File: src/rtl/dcache_miss_ctrl.sv
// ---------------------------------------------------------------------------
// dcache_miss_ctrl
// Direct-mapped, write-back, write-allocate data cache with a word-serial
// miss engine. Hits complete combinationally in IDLE; a miss stalls the core
// and moves whole lines to and from memory one word per mem_ack.
//
// Ports
//   clk          clock, all state updates on the rising edge
//   CpuRst       synchronous active-high reset
//   rd_req       load request from the MEM stage
//   wr_req       store request from the MEM stage (wins over rd_req)
//   addr         byte address, bits[1:0] ignored
//   wr_data      store data
//   rd_data      load data, valid while rd_req=1 and DCacheMiss=0
//   DCacheMiss   stall request to the hazard unit
//   mem_rd_req   memory word read request (REFILL)
//   mem_wr_req   memory word write request (WRITEBACK)
//   mem_addr     word-aligned memory address
//   mem_wr_data  writeback word
//   mem_rd_data  refill word, valid with mem_ack
//   mem_ack      one-cycle pulse completing the current word transfer
//
// state     | meaning
// ----------+-----------------------------------------------------------
// IDLE      | serve hits; on a miss pick WRITEBACK (dirty victim) or REFILL
// WRITEBACK | stream the dirty victim line out, one word per mem_ack
// REFILL    | fetch the requested line, one word per mem_ack, then IDLE
// ---------------------------------------------------------------------------
module dcache_miss_ctrl #(
    parameter int LINE_ADDR_LEN = 3,
    parameter int WORD_ADDR_LEN = 2,
    parameter int TAG_ADDR_LEN  = 32 - 2 - LINE_ADDR_LEN - WORD_ADDR_LEN
) (
    input  logic        clk,
    input  logic        CpuRst,
    input  logic        rd_req,
    input  logic        wr_req,
    input  logic [31:0] addr,
    input  logic [31:0] wr_data,
    output logic [31:0] rd_data,
    output logic        DCacheMiss,
    output logic        mem_rd_req,
    output logic        mem_wr_req,
    output logic [31:0] mem_addr,
    output logic [31:0] mem_wr_data,
    input  logic [31:0] mem_rd_data,
    input  logic        mem_ack
);

    localparam int NLINES = 1 << LINE_ADDR_LEN;
    localparam int NWORDS = 1 << WORD_ADDR_LEN;

    typedef enum logic [1:0] {
        S_IDLE      = 2'd0,
        S_WRITEBACK = 2'd1,
        S_REFILL    = 2'd2
    } state_e;

    state_e                   state_q, state_d;
    logic [WORD_ADDR_LEN-1:0] cnt_q, cnt_d;

    logic [NLINES-1:0]        valid_q;
    logic [NLINES-1:0]        dirty_q;
    logic [TAG_ADDR_LEN-1:0]  tag_q  [NLINES];
    logic [31:0]              data_q [NLINES][NWORDS];

    logic [LINE_ADDR_LEN-1:0] idx;
    logic [WORD_ADDR_LEN-1:0] off;
    logic [TAG_ADDR_LEN-1:0]  req_tag;
    logic                     req;
    logic                     hit;
    logic                     last_word;
    logic                     store_hit;
    logic                     unused_addr_bits;

    assign idx       = addr[WORD_ADDR_LEN+LINE_ADDR_LEN+1 : WORD_ADDR_LEN+2];
    assign off       = addr[WORD_ADDR_LEN+1 : 2];
    assign req_tag   = addr[31 -: TAG_ADDR_LEN];
    assign req       = rd_req | wr_req;
    assign hit       = (state_q == S_IDLE) && req && valid_q[idx] && (tag_q[idx] == req_tag);
    assign last_word = &cnt_q;
    // A combined rd_req/wr_req is a store.
    assign store_hit = hit && wr_req;
    assign unused_addr_bits = ^addr[1:0];

    assign rd_data = data_q[idx][off];

    // State register
    always_ff @(posedge clk) begin
        if (CpuRst) begin
            state_q <= S_IDLE;
            cnt_q   <= '0;
        end else begin
            state_q <= state_d;
            cnt_q   <= cnt_d;
        end
    end

    // Next-state logic; the counter is zero on entry to either transfer state
    // because it is held at zero in IDLE and forced to zero on the
    // WRITEBACK -> REFILL hand-over.
    always_comb begin
        state_d = state_q;
        cnt_d   = cnt_q;
        case (state_q)
            S_IDLE: begin
                cnt_d = '0;
                if (req && !hit) begin
                    state_d = (valid_q[idx] && dirty_q[idx]) ? S_WRITEBACK : S_REFILL;
                end
            end
            S_WRITEBACK: begin
                if (mem_ack) begin
                    if (last_word) begin
                        state_d = S_REFILL;
                        cnt_d   = '0;
                    end else begin
                        cnt_d = cnt_q + WORD_ADDR_LEN'(1);
                    end
                end
            end
            S_REFILL: begin
                if (mem_ack) begin
                    if (last_word) begin
                        state_d = S_IDLE;
                        cnt_d   = '0;
                    end else begin
                        cnt_d = cnt_q + WORD_ADDR_LEN'(1);
                    end
                end
            end
            default: begin
                state_d = S_IDLE;
                cnt_d   = '0;
            end
        endcase
    end

    // Output logic
    always_comb begin
        DCacheMiss  = 1'b0;
        mem_rd_req  = 1'b0;
        mem_wr_req  = 1'b0;
        mem_addr    = '0;
        mem_wr_data = '0;
        case (state_q)
            S_IDLE: begin
                DCacheMiss = req && !hit;
            end
            S_WRITEBACK: begin
                DCacheMiss  = 1'b1;
                mem_wr_req  = 1'b1;
                mem_addr    = {tag_q[idx], idx, cnt_q, 2'b00};
                mem_wr_data = data_q[idx][cnt_q];
            end
            S_REFILL: begin
                DCacheMiss = 1'b1;
                mem_rd_req = 1'b1;
                mem_addr   = {req_tag, idx, cnt_q, 2'b00};
            end
            default: begin
                DCacheMiss = 1'b0;
            end
        endcase
        // The hazard unit must not see a stall while the core is in reset.
        if (CpuRst) begin
            DCacheMiss = 1'b0;
        end
    end

    // Line status bits: the only per-line state that reset clears.
    always_ff @(posedge clk) begin
        if (CpuRst) begin
            valid_q <= '0;
            dirty_q <= '0;
        end else if (state_q == S_REFILL && mem_ack && last_word) begin
            valid_q[idx] <= 1'b1;
            dirty_q[idx] <= 1'b0;
        end else if (store_hit) begin
            dirty_q[idx] <= 1'b1;
        end
    end

    // Tag and data arrays keep their contents across reset; writes are only
    // suppressed while reset is asserted so an aborted refill leaves no trace
    // that could be mistaken for a valid line.
    always_ff @(posedge clk) begin
        if (!CpuRst) begin
            if (state_q == S_REFILL && mem_ack) begin
                data_q[idx][cnt_q] <= mem_rd_data;
                if (last_word) begin
                    tag_q[idx] <= req_tag;
                end
            end else if (store_hit) begin
                data_q[idx][off] <= wr_data;
            end
        end
    end

endmodule

File: config.mk
export PLATFORM = sky130hd
export DESIGN_NAME = dcache_miss_ctrl
export DESIGN_NICKNAME = d
export VERILOG_FILES = /design/src/rtl/dcache_miss_ctrl.sv
export SDC_FILE = /design/constraint.sdc
export NUM_CORES = 1
export LEC_CHECK = 0
export ABC_CLOCK_PERIOD_IN_PS = 9750
export CAP_MARGIN = 20
export CORE_ASPECT_RATIO = 0.75
export CORE_MARGIN = 10
export CORE_UTILIZATION = 50
export DETAILED_ROUTE_END_ITERATION = 10
export PLACE_DENSITY = 0.68
export SYNTH_ARGS = -nofsm -noshare
export SYNTH_HDL_FRONTEND = slang
export SYNTH_SLANG_ARGS = --single-unit
File: constraint.sdc
create_clock -name clk -period 9.75 [get_ports clk]
set_clock_uncertainty 0.1 [all_clocks]
set_input_delay 1.95 -clock clk [delete_from_list [all_inputs] [get_ports clk]]
set_output_delay 1.95 -clock clk [all_outputs]
set_load 0.01 [all_outputs]
# == Word-level counts from Yosys, hierarchy flattened ==
# Memories as Yosys holds them, arrays and structs flattened.
# Index checks and enable logic that the tools add are counted.
# classes
n_addsub,1
n_lt_le_gt_ge,6
n_eq_ne,8
muxes,171
bitwise_logic,136
reduce_logical,18
# op_table
operator,count
$mux 128,2
$mux 32,7
$mux 1,143
$or 1x1->1,129
$bmux 32 s2,2
$demux 32 s2,2
$pmux 32 s2,1
$eq 25x25->1,1
$mux 8,2
$or 8x8->8,2
$mux 2,7
$logic_and 1x1->1,11
$and 8x8->8,1
$ne 2x2->1 const B,4
$not 8->8,1
$bmux 1 s3,2
$ge 3x3->1 const B,2
$lt 3x1->1 const B,2
$not 2->3,2
$pmux 2 s3,1
$reduce_and 5->1,1
$lt 3x4->1 const B,1
$reduce_or 2->1,2
$demux 1 s3,1
other kinds (11),11
# totals
reg_bits,20
ramBits,1224
in_bits,101
output_inout_bits,99
word_cells,346
mem_count,2
# mem_list
memory,depth,word_bits,read_ports,rd_ports_with_merged_regs,wr,line_no,source
data_q,8,128,1,0,1,65,logic [31:0] data_q [NLINES][NWORDS];
tag_q,8,25,1,0,1,64,logic [TAG_ADDR_LEN-1:0] tag_q [NLINES];

# == Depth between registers and ports, before layout ==
# Gate-level depths: netlist (run 1).
# depth
depth_word,10
ltp_mapped,16
depth_no_buf,8

# == Worst setup path after synthesis (run 1) ==
# No wires, ideal clock.
# synth_path
path_kind,input to output
from,input port addr[5]
to,output port mem_wr_data[4]
arrival_ps,4862
required_ps,7700
setup_slack_ps,2838
stages,12
path_buffers,7
path_cell_list,buf_2 clkbuf_1 buf_4 buf_2 buf_2 buf_1 buf_2 mux4_2 nand2_1 o221ai_1 mux4_2 and2_1
# synth_via
elab_chain_cells,5
# synth_rtl
item,line_no,source
from (decl),38,"input logic [31:0] addr,"
$mem_v2 8x128,n/a,
$bmux 32 s2,154,mem_wr_data = data_q[idx][cnt_q];
$mux 32 (not written as such) (2 in series),154,
$mux 32,146,case (state_q)
to (decl),45,"output logic [31:0] mem_wr_data,"
# No other way between the ends. The select of a mux whose other input is x is not followed.

# == Worst setup path in the final report (run 1) ==
# layout_path
from,input port addr[4]
to,output port mem_wr_data[0]
# The elaborated chain is that of the path after synthesis.

==> results.ini, run 1 <==
[status]
outcome = finished clean

[synth]
synth.avg_cell_area_um2 = 17.3
synth_area_leaders = edfxtp_1, a22oi_1, mux2_2, mux4_2, mux2i_1
ys.warnings.count = 0
synth-seq-area-share_pct = 74.8
async_flop_share_pct = 0
synth_common_cells = edfxtp_1, a22oi_1, mux2_2
synth_seq_cells = 1244
synth_top_area_cell = edfxtp_1
synthCells = 2874
synth_most_common_cell = edfxtp_1
ys_types = 59
synth_top_flop_cell = edfxtp_1
syn_area_um2 = 49700
synth_top_area_share_pct = 74.0
synth_edf_count = 1224

[worst_setup_path]
critPathKind = in -> out
required_ns = 7.70
end_kind = output port
crit_arrival_ns = 6.13
worst_setup_path_start_kind = input pin
crit_fanout = 54

[placement]
io_buffer_count = 195
hpwl_mm = 83.7
placed_cell_area_um2 = 53900
pre_cts_ws_ns = 1.57
place.gp.congestion = 0.825

[die]
die_h_um = 293
ios = 200
start_util_pct = 50.2
rows = 100
core-area_um2 = 99000
dieWidth_um = 384
die_area_um2 = 113000

[detailed_routing]
wire_per_inst_um = 33.2
initialDrtViolationCount = 4510
vias = 30104
drc = 0
routed_wl_mm = 150
first_pass_iters = 6
viasPerCell = 6.66
ant_nets = 0

[timing]
period_needed_ns = 8.18
whs_ns = 0.382
hold_violations = 0
worst_pin_slew_ns = 1.14
timing.final.crit_share_pct = 83.9
rsz0062_at_grt = no
setup_ws_ns = 1.57
setup_viol = 0
setup_tns_ns = 0
final-max-slew-violation-count = 0
max_clock_freq_mhz = 122
slew_headroom_pct = 24.1

[clock_network]
cts_max_level = 3
postCtsSetupBuffers = 0
clk_latency_ns = 0.71
cts_resized = 0
max-clock-path-buffers = 3
cts_buffers = 116
cts.sink_count = 1244
postCtsHoldBufs = 0
cts_tree = yes
clkTransAtPathRegs_ns = 0.06
ctsRootBufferMaster = clkbuf_16

[cells_and_area]
fin_area_um2 = 57700
fin_nets = 3204
fillers = 7160
area_growth_pct = 16.1
drive_above_1_share_pct = 18.6

[flow_run]
max_cap_viol_count = 0

[pwr]
ir_worst_vdd_mv = 0.149
powerDensity_nw_per_um2 = 192
p_leak_nw = 18.2

[grt]
grt_max_degree = 77
grt_pass1_vias = 29096
overflow = 0
grt_antenna_before_repair = 4
grt_pass1_wl_mm = 213
grt.total_usage_pct = 26.0

[min_path]
holdCritPathClass = reg -> reg

==> final timing paths <==
kind	start	to	slack, ns	depth (start not counted)
setup / recovery	addr[4]	mem_wr_data[0]	1.57	11
hold / removal	valid_q[1]$_SDFFE_PP0P_	valid_q[1]$_SDFFE_PP0P_	0.38	2
setup reg to reg	tag_q[3][17]$_DFFE_PP_	data_q[1][89]$_DFFE_PP_	4.81	11
hold reg to reg	valid_q[1]$_SDFFE_PP0P_	valid_q[1]$_SDFFE_PP0P_	0.38	2
==> layer usage <==
| layer | wire length (um) | track usage, % |
|---|---|---|
| met5 | 0 | 0 |
| met4 | 3600 | 6.82 |
| met3 | 18300 | 5.22 |
| met2 | 70400 | 40.9 |
| met1 | 57600 | 37.0 |
==> critical path: stages <==
cell and delay, ns:
buf_4 0.68, nand2_1 0.57, buf_4 0.42, nor2_4 0.15, buf_12 0.37, a22o_1 0.21, a221oi_1 0.05, and3_1 0.22
mux4_2 0.49, nor2_1 0.32, clkdlybuf4s50_1 0.62
==> final cells by class <==
| class | instances | area (um2) | area share [%] |
|---|---|---|---|
| Timing Repair Buffer | 302 | 2960 | 5.13 |
| Multi-Input combinational cell | 1417 | 12100 | 21.0 |
| Clock inverter | 73 | 757 | 1.31 |
| Inverter | 14 | 52.6 | 0.0911 |
| Antenna cell | 4 | 10.0 | 0.0174 |
| Sequential cell | 1244 | 37200 | 64.4 |
| Tap cell | 1326 | 1660 | 2.88 |
| Clock buffer | 137 | 2980 | 5.17 |
==> flip-flops by register name, indices dropped and copies added, names as in the netlist, named ones only <==
| signal | count |
|---|---|
| cnt_q | 2 |
| tag_q | 200 |
| data_q | 1024 |
| state_q | 2 |
| valid_q | 8 |
==> stage by stage <==
stage / utilization, % / cells / power (mW)
after global placement: 54.5 / 4303 / 6.70
after floorplan: - / 2875 / 6.39
after detailed placement: 54.5 / 4303 / 6.71
after CTS: 58.3 / 4513 / 11.1
final: 58.3 / 4517 / 11.1
after global routing: 58.3 / 4516 / 11.3
==> cell usage in the layout (no fill, tap or decap), drive strengths merged, types with 57 or more instances in the layout <==
master	synthesis	final
mux4	76	76
edfxtp	1224	1224
clkdlybuf4s50	0	191
a22oi	324	324
nand2	79	79
nor2	81	81
clkbuf	130	138
a221oi	59	59
mux2	183	183
buf	70	110
mux2i	95	95
a21oi	96	96
clkinv	1	57
==> report_power, final <==
part	internal (mW)	total (mW)	leakage, nW	switching [mW]
Sequential	5.88	5.88	11.2	0.00653
Clock	2.48	4.44	1.81	1.96
Combinational	0.283	0.730	5.26	0.447
Total	8.64	11.1	18.2	2.42
==> cell families (layout without fill, tap and decap cells) <==
logic type | after synthesis | count (layout) | share of synthesized area, %
AOI/OAI and AO/OA | 664 | 664 | 9.64
xor gates and xnor gates | 16 | 16 | 0.282
adders and majority gates | 8 | 8 | 0.201
buffers and inverters | 214 | 526 | 1.73
DFF | 1244 | 1244 | 74.8
muxes | 354 | 354 | 9.51
other | 1 | 6 | 0.00755
and+or+nand+nor | 373 | 373 | 3.84
(Power assumes the default switching activity.)
==> run 2, diff against run 1 <==
--- a/config.mk
+++ b/config.mk
@@ -5,7 +5,7 @@
 export SDC_FILE = /design/constraint.sdc
 export NUM_CORES = 1
 export LEC_CHECK = 0
-export ABC_CLOCK_PERIOD_IN_PS = 9750
+export ABC_CLOCK_PERIOD_IN_PS = 7790
 export CAP_MARGIN = 20
 export CORE_ASPECT_RATIO = 0.75
 export CORE_MARGIN = 10
==> constraint.sdc (replaced) <==
create_clock -name clk -period 7.79 [get_ports clk]
set_clock_uncertainty 0.1 [all_clocks]
set_input_delay 1.558 -clock clk [delete_from_list [all_inputs] [get_ports clk]]
set_output_delay 1.558 -clock clk [all_outputs]
set_load 0.01 [all_outputs]
==> run 2 against run 1 <==
  * Cell area grew 0.62%
  * Sequential cell count did not move
  * Critical endpoint is now rd_data[28]
  * Highest routed layer unchanged
  * Via count increased by 1.2%
  * Largest power group unchanged
==> results.ini, run 2 (synthesis results as in run 1) <==
[cells_and_area]
mostFrequentLayoutCells = edfxtp_1, a22oi_1, clkdlybuf4s50_1
top_register = data_q
fin_nets = 3239  ; +1.1%
largest_reg_flops = 1024  ; unchanged
reg_top3 = data_q x1024, tag_q x200, valid_q x8
fin_area_um2 = 58000  ; +0.62%
area_growth_pct = 16.8
drive_above_1_share_pct = 19.3  ; +0.69 points
layout_commonest_cell = edfxtp_1

[worst_setup_path]
reg2reg_depth = 11  ; unchanged
critPathKind = in -> out
path_buf_inv = 4  ; unchanged
startpoint = addr[4]
regToRegSetupSlack_ns = 3.05  ; -1.76 ns
max_stage_delay_ns = 0.81  ; +0.13 ns
critical_path.endpoint = rd_data[28]
crit_arrival_ns = 5.40  ; -0.73 ns
worst-path-stages = 11  ; unchanged
path_common_cell = buf_4
r2r_end = data_q[3][115]$_DFFE_PP_
crit_slowest_cell = nor2_4
end_kind = output port
critPathTopFamily = buffers and inverters
r2r_start = tag_q[5][1]$_DFFE_PP_
required_ns = 6.13  ; -1.57 ns
crit_fanout = 35  ; -35%
worst_setup_path_start_kind = input pin
path_cells = buf_4, buf_4, nand2b_1, nor2_4, buf_4, a222oi_1, and3_1, nand2_1, o41ai_1, o21ai_0, clkdlybuf4s50_1

[grt]
grt_pass1_wl_mm = 214  ; +0.74%
grt_max_degree = 66  ; -14%
overflow = 0  ; unchanged
grt.total_usage_pct = 26.2  ; +0.19 points
grt_antenna_before_repair = 5  ; +1
grt_pass1_vias = 29715  ; +2.1%

[timing]
timing.final.crit_share_pct = 90.6
setup_tns_ns = 0  ; unchanged
whs_ns = 0.378  ; -0.00477 ns
worst_pin_slew_ns = 1.20  ; +0.0630 ns
max_clock_freq_mhz = 142
final-max-slew-violation-count = 0  ; unchanged
hold_violations = 0  ; unchanged
setup_viol = 0  ; unchanged
slew_headroom_pct = 20.1  ; -4.0 points
period_needed_ns = 7.06
rsz0062_at_grt = no

[detailed_routing]
viasPerCell = 6.69  ; +0.44%
initialDrtViolationCount = 4033  ; -11%
wire_per_inst_um = 33.4  ; +0.58%
vias = 30477  ; +1.2%
drc = 0  ; unchanged
ant_nets = 0  ; unchanged
first_pass_iters = 6  ; unchanged
routed_wl_mm = 152  ; +1.4%

[die]
die_h_um = 293  ; unchanged
rows = 100  ; unchanged
ios = 200  ; unchanged
start_util_pct = 50.2  ; unchanged
core-area_um2 = 99000  ; unchanged
dieWidth_um = 384  ; unchanged
die_area_um2 = 113000  ; unchanged

[clock_network]
postCtsSetupBuffers = 0  ; unchanged
clkTransAtPathRegs_ns = 0.06  ; about the same
clk_latency_ns = 0.71  ; about the same
cts_max_level = 3  ; unchanged
cts_resized = 0  ; unchanged
cts_tree = yes
postCtsHoldBufs = 0  ; unchanged
ctsRootBufferMaster = clkbuf_16
cts_buffers = 117  ; +0.86%
cts.sink_count = 1244  ; unchanged
max-clock-path-buffers = 3  ; unchanged

[pwr]
ir_worst_vdd_mv = 0.212  ; +42%
powerDensity_nw_per_um2 = 240  ; +25%
p_leak_nw = 18.4  ; +1.2%

[placement]
hpwl_mm = 87.0  ; +4.0%
place.gp.congestion = 0.830  ; +0.62%
io_buffer_count = 195  ; unchanged
placed_cell_area_um2 = 54300  ; +0.65%

[min_path]
holdCritPathClass = reg -> reg
min_from = valid_q[3]$_SDFFE_PP0P_

[status]
outcome = finished clean

[flow_run]
max_cap_viol_count = 0  ; unchanged

## run 2: cell count changes in the layout (fill, tap and decap cells not counted), moves of 2 or more
cell and delta:
clkinv_8 -4, clkinv_1 -3, clkinvlp_4 -2, clkbuf_1 +8, clkinv_4 -2, buf_4 +26, buf_12 +8, clkbuf_16 +2
## run 2: final cells by class
type	instances	area, um2
Clock inverter	65	682
Inverter	14	52.6
Fill cell	7265	40900
Multi-Input combinational cell	1417	12100
Clock buffer	147	3060
Tap cell	1326	1660
Antenna cell	4	10.0
Timing Repair Buffer	336	3310
Sequential cell	1244	37200
## run 2: worst register-to-register path: cells and delay by family, from the launching register on
family | cells | cell delay, ns
compound gates | 3 | 1.45
mux | 1 | 0.27
flops | 1 | 0.36
buf+inv | 3 | 1.10
simple gates | 3 | 0.75
xor+xnor | 1 | 0.37
## run 2: how the worst min path moves through the flow
stage                               to  cells past startpoint
2_1_floorplan  valid_q[0]$_SDFFE_PP0P_                      2
3_3_place_gp   valid_q[5]$_SDFFE_PP0P_                      2
3_5_place_dp   valid_q[3]$_SDFFE_PP0P_                      2
4_1_cts        valid_q[3]$_SDFFE_PP0P_                      2
5_1_grt        valid_q[2]$_SDFFE_PP0P_                      2
6_report       valid_q[3]$_SDFFE_PP0P_                      2
## run 2: power breakdown
group | leakage, nW | switching, mW | internal, mW
sequential | 11.2 | 0.00415 | 7.36
combinational | 5.46 | 0.572 | 0.362
clock | 1.82 | 2.44 | 3.18
total | 18.4 | 3.02 | 10.9
## run 2: per-stage QoR
step	power, mW	utilization, %	setup WS, ns	std cells
floorplan	7.99	-	1.56	2875
global placement	8.39	54.8	0.888	4337
detailed placement	8.42	54.8	0.858	4337
CTS	13.9	58.6	0.752	4549
global route	14.3	58.6	0.698	4553
finish	13.9	58.6	0.729	4553
## run 2: per-layer routing
metal	track usage, %	vias to the layer above	routed length, um
li1	-	12291	-
met1	36.9	15597	58000
met2	40.6	2229	70300
met3	5.55	360	18600
met4	8.74	0	5080
met5	0	-	0
